==> config.mk <==
export PLATFORM = sky130hd
export DESIGN_NAME = accu_avg_buffer
export DESIGN_NICKNAME = d
export VERILOG_FILES = /design/src/rtl/accu_avg_buffer.sv
export SDC_FILE = /design/constraint.sdc
export NUM_CORES = 1
export LEC_CHECK = 0
export BUFFER_PORTS_ARGS = -buffer_cell sky130_fd_sc_hd__clkbuf_2
export CAP_MARGIN = 20
export CORE_MARGIN = 8
export CORE_UTILIZATION = 38
export DETAILED_ROUTE_END_ITERATION = 6
export PLACE_DENSITY_LB_ADDON = 0.1
export SLEW_MARGIN = 40
export SYNTH_ARGS = -nofsm -noshare
export SYNTH_HDL_FRONTEND = slang
export SYNTH_SLANG_ARGS = --single-unit
export TNS_END_PERCENT = 1
==> constraint.sdc <==
create_clock -name clk -period 2.5 [get_ports clk]
set_input_delay 0.25 -clock clk [delete_from_list [all_inputs] [get_ports clk]]
set_output_delay 0.25 -clock clk [all_outputs]
set_load 0.05 [all_outputs]
==> src/rtl/accu_avg_buffer.sv <==
// First-word-fall-through buffer for 4-sample accumulator sums.
// Each buffered sum is presented as an average (sum / 4) and a remainder, and accepted sums are counted.
module accu_avg_buffer #(
   parameter int DEPTH = 4,
   parameter int CNT_W = 16
) (
   input  logic                     clk,
   input  logic                     rst_n,
   input  logic [9:0]               data_in,
   input  logic                     valid_in,
   output logic                     ready_in,
   output logic [7:0]               avg_out,
   output logic [1:0]               rem_out,
   output logic                     valid_out,
   input  logic                     ready_out,
   output logic [$clog2(DEPTH):0]   level,
   output logic [CNT_W-1:0]         result_cnt
);

   localparam int AW = $clog2(DEPTH);
   localparam logic [AW:0] FULL_LEVEL = (AW+1)'(DEPTH);

   logic [9:0]    mem [DEPTH];
   logic [AW-1:0] wp;
   logic [AW-1:0] rp;
   logic          push;
   logic          pop;

   // Both handshake flags come from the registered level only, so there is no pass-through when full
   assign ready_in  = (level != FULL_LEVEL);
   assign valid_out = (level != '0);
   assign push      = valid_in & ready_in;
   assign pop       = valid_out & ready_out;

   assign avg_out = mem[rp][9:2];
   assign rem_out = mem[rp][1:0];

   always_ff @(posedge clk or negedge rst_n) begin
      if (!rst_n) begin
         for (int i = 0; i < DEPTH; i++) begin
            mem[i] <= '0;
         end
         wp         <= '0;
         rp         <= '0;
         level      <= '0;
         result_cnt <= '0;
      end else begin
         if (push) begin
            mem[wp]    <= data_in;
            wp         <= wp + AW'(1);
            result_cnt <= result_cnt + CNT_W'(1);
         end
         if (pop) begin
            rp <= rp + AW'(1);
         end
         if (push && !pop) begin
            level <= level + (AW+1)'(1);
         end else if (pop && !push) begin
            level <= level - (AW+1)'(1);
         end
      end
   end

endmodule

# ---- Word level (Yosys, flattened, before mapping)
# Index checks and enable logic that the tools add are counted.
dict set report word_totals {
  regBits 63
  inputBits 14
  elab_cells 36
}
dict set report classes {
  addsub 5
  order_cmp 3
  n_eq_ne 1
  mux 8
  bitwise 4
  reduce_logical 7
}
# operator count
set ops {}
lappend ops {{$bwmux 40} 1}
lappend ops {{$mux 10} 3}
lappend ops {{$bmux 10 s2} 1}
lappend ops {{$demux 10 s2} 1}
lappend ops {{$add 16x1->16 const B} 1}
lappend ops {{$ge 3x3->1 const B} 2}
lappend ops {{$mux 3} 2}
lappend ops {{$not 2->3} 2}
lappend ops {{$add 2x1->2 const B} 2}
lappend ops {{$add 3x1->3 const B} 1}
lappend ops {{$logic_and 1x1->1} 3}
lappend ops {{$lt 3x1->1 const B} 1}
lappend ops {{$ne 3x3->1 const B} 1}
lappend ops {{$reduce_bool 3->1} 1}
lappend ops {{$sub 3x1->3 const B} 1}
lappend ops {{$and 1x1->1} 2}
lappend ops {{$logic_not 1->1} 2}
lappend ops {{$reduce_bool 2->1} 1}

# ---- Logic depth before layout (Yosys ltp)
dict set report logic_depth {
  depth_word 6
  depth_mapped 10
}

# ---- Worst setup path before layout
# Ideal clock, no wire load.
dict set report synth_path {
  path_kind {reg-to-reg}
  from {register level[0]}
  to {register level[2]}
  t_arrival_ps 2449
  required_time_ps 2418
  setup_slack_ps -31
  stages_incl_launch_ff 9
  n_path_buf 0
  path_cell_list {dfrtp_1 -> or3_2 -> nand2_1 -> ha_1 -> inv_1 -> fa_1 -> xor2_1 -> nor2_1 -> xor2_1}
}
dict set report synth_between {
  elab_chain_len 5
  word_cells_on_any_way 13
}
# item line
set synth_lines {}
lappend synth_lines {{start, declared} 16} ;# output logic [$clog2(DEPTH):0] level,
lappend synth_lines {{start signal, assigned} 57} ;# level <= level + (AW+1)'(1);
lappend synth_lines {{start signal, assigned} 59} ;# level <= level - (AW+1)'(1);
lappend synth_lines {{$reduce_bool 3->1 *} 31} ;# assign valid_out = (level != '0);
lappend synth_lines {{via valid_out} 14} ;# output logic valid_out,
lappend synth_lines {{$and 1x1->1 *} 33} ;# assign pop = valid_out & ready_out;
lappend synth_lines {{$logic_not 1->1} 56} ;# if (push && !pop) begin
lappend synth_lines {{$logic_and 1x1->1} 56}
lappend synth_lines {{$mux 3 / $reduce_bool 2->1 (equally long branches)} --}
# Mark *: on every way through the listed nets, which the timed path passes. The rest lies on a longest branch. The select of a mux whose other input is x is not followed.
# A chain may end at the register's enable or synchronous reset.

# ---- Final worst setup path
dict set report layout_path {
  from {register level[0]}
  to {register level[1]}
}
dict set report layout_between {
  elab_chain_len 5
  word_cells_on_any_way 13
}
# item line
set layout_lines {}
lappend layout_lines {{$ne 3x3->1 *} 30} ;# assign ready_in = (level != FULL_LEVEL);
lappend layout_lines {{$and 1x1->1 *} 32} ;# assign push = valid_in & ready_in;
lappend layout_lines {{via push} 26} ;# logic push;
lappend layout_lines {{$logic_not 1->1} 58} ;# end else if (pop && !push) begin
lappend layout_lines {{$logic_and 1x1->1} 58}
lappend layout_lines {{$reduce_bool 2->1 (no line)} --}
# Marks and branches as above.

==> reports/results.txt <==
crit path DAT: 2.52 ns
Max Freq: 0.4330 GHz
ANT cells: 0
#FFs+latches synth: 63
Area Overhead vs Synth: 19.37%
FP Rows: 31
drt first pass iters: 4
largest net degree at the start of global routing: 36
grt total ovfl: 0
Total Routing Usage GR: 12.20%
RSZ-0062 raised after global routing: false
post-DP HPWL: 3961 um
Cell Chain, Critical Path: or3b_1, nand2_4, inv_4, ha_1, inv_1, fa_1, mux2_2
Setup TNS: 0 ns
Peak supply drop: 0.0006739 V
DRT Wirelength: 5794 um
CTS buffer count: 9
Worst Skew: 0.006111 ns
Root Driver: clkbuf_8
critical path class: register to register
ys flop type: dfrtp_1
TritonCTS clock tree: done
Die ar.: 0.01063 mm^2
die width: 103.1 um
ANT nets after route: 0
# Max-Cap Violations: 0
Cell variety after synth: 27
DRT iter0 DRCs: 28
Die Y-Extent: 103.1 um
Final Wtd Congestion: 0.6916
Worst-Skew Late Latency: 0.33 ns
CP startpoint kind: register
Initial Util: 39.52%
Synth area leaders: dfrtp_1 55%, mux2_2 12%, mux4_2 7.8%
Worst Setup End Kind: register
Max clock buf depth: 2
Syn Inst Count: 194
Yosys top cell by area: dfrtp_1
PostCTS Resize Cnt: 0
Slowest-stage cell, CP: or3b_1
initial antenna violation count: 0
Core ar.: 0.007292 mm^2
Power Dens Cells: 1515 mW/mm^2
period utilization: 92.37%
crit path time final: 2.309 ns
Top Ports: 45
CP Buf/Inv Count: 2
final worst slack: 0.1907 ns
Worst Path Max Fanout: 9
Worst-Margin Slew: 0.5913 ns
CTS clk-pin slew, worst paths: 0.07 ns
I/O Buffers: 44
synthesized area: 0.002882 mm^2
Final setup viols: 0
WP data required: 2.71 ns
Mean Syn Cell Area: 14.85 um^2
top cell type's share of synthesized area: 54.71%
DR vias/cell: 4.810
vias in the first global route: 1886
asr flop ratio synth: 100.0%
post-synthesis sequential area ratio: 54.71%
share of cells above drive strength 1: 46.85%
Hold Crit Class: primary input to register
Syn. warnings: 0
status: complete, no violations
pre-CTS setup slack: 0.2018 ns
number of synthesized flops with an enable pin: 0
max-slew violations: 0
Worst slew margin: 60.58%
DRC viols: 0
first-pass GRT wire length: 9673 um
Clock Sinks: 63
H-tree Lvls: 3
Pleak: 1.622 nW
endpoints failing hold: 0
WL per Instance: 16.41 um
Post-layout nets: 270
crit-path max cell delay: 0.54 ns
syn nets: 215
vias: 1698
Crit path max-delay family: simple AND/OR/NAND/NOR gates
-- flip-flops by register name, summed over array words and instances, names as in the netlist --
signal and count:
mem 40, result_cnt 16, level 3, rp 2
wp 2
-- power breakdown --
group | total (mW) | leakage (nW) | internal, mW | switching [mW]
logic | 2.50 | 0.747 | 0.997 | 1.51
clock network | 0.917 | 0.109 | 0.540 | 0.378
registers | 1.79 | 0.765 | 1.47 | 0.324
-- path summary, 6_finish.rpt --
kind / start / slack, ns / end / cells past startpoint
worst max-delay path: level[0] / 0.19 / level[1] / 7
worst min register to register: result_cnt[15] / 0.48 / result_cnt[15] / 1
max in group asynchronous: rst_n / 1.66 / result_cnt[2] / 3
worst max register to register: level[0] / 0.19 / level[1] / 7
worst min-delay path: ready_out / 0.17 / rp[1] / 3
min in group asynchronous: rst_n / 0.47 / mem[37] / 3
-- worst register-to-register path, stage by stage, from the launching register on --
cell	delay, ns
dfrtp_1	0.44
or3b_1	0.54
nand2_4	0.16
inv_4	0.09
ha_1	0.23
inv_1	0.07
fa_1	0.40
mux2_2	0.26
-- kinds of logic (layout without fill, tap and decap cells) --
| family | after synthesis | after routing | share of synthesized area (%) |
|---|---|---|---|
| compound gates | 1 | 1 | 0.1735 |
| xor+xnor | 21 | 21 | 6.383 |
| fa+ha+maj | 7 | 7 | 3.300 |
| buf+inv | 9 | 69 | 1.823 |
| flops | 63 | 63 | 54.71 |
| mux | 51 | 51 | 25.14 |
| simple gates | 42 | 42 | 8.467 |
-- synthesized netlist by cell type (2+ instances only) --
| master | number |
|---|---|
| mux2_2 | 30 |
| mux2_4 | 10 |
| inv_1 | 4 |
| xnor2_1 | 13 |
| nand3_1 | 5 |
| nand4_1 | 5 |
| nand2_1 | 11 |
| xor2_1 | 8 |
| and3_1 | 4 |
| dfrtp_1 | 63 |
| ha_1 | 6 |
| nor2_1 | 5 |
| nor3_1 | 3 |
| nand2_4 | 4 |
| mux4_2 | 10 |
| buf_6 | 2 |
-- stage by stage --
stage	cells	total power, mW	hold slack (ns)	util (%)	area, um^2
global placement	336	4.331	0.3031	44.17	3221
CTS	353	5.296	0.1524	47.17	3440
finish	353	5.211	0.1724	47.17	3440
floorplan	194	3.811	-0.04559	-	2885
detailed placement	336	4.357	0.2976	44.17	3221
global route	353	5.538	0.1816	47.17	3440
-- cell type report --
cell class,instances,area [um^2]
Clock buffer,13,168.9
Clock inverter,3,40.04
Fill cell,691,3852
Inverter,5,21.27
Multi-Input combinational cell,122,1256
Sequential cell,63,1577
Tap cell,99,123.9
Timing Repair Buffer,48,252.7
-- cell usage in the layout, fill, tap and decap left out, types with 2 or more instances in the layout --
master,n
mux2_4,10
dfrtp_1,63
mux4_2,10
clkbuf_8,12
nand2_1,11
nor2_1,5
ha_1,6
nand4_1,5
clkbuf_2,44
nand3_1,5
nand2_4,4
buf_4,3
xor2_1,8
xnor2_1,13
nor3_1,3
and3_1,4
inv_1,4
clkinv_2,2
mux2_2,30
-- metal layers --
metal  routed length, um  vias up  global-route usage [%]
li1                    -      801                       -
met1                2788      852                   16.13
met2                2642       35                   17.97
met3                 263       10                   3.174
met4                  99        0                   6.340
met5                   0        -                       0
-- repair_timing --
action | CTS | global route
buffers inserted | 0 | 0
hold buffers | 1 | 0
endpoints found under the hold margin | 63 | 0
Note: power is estimated with default switching activity, not from simulation.
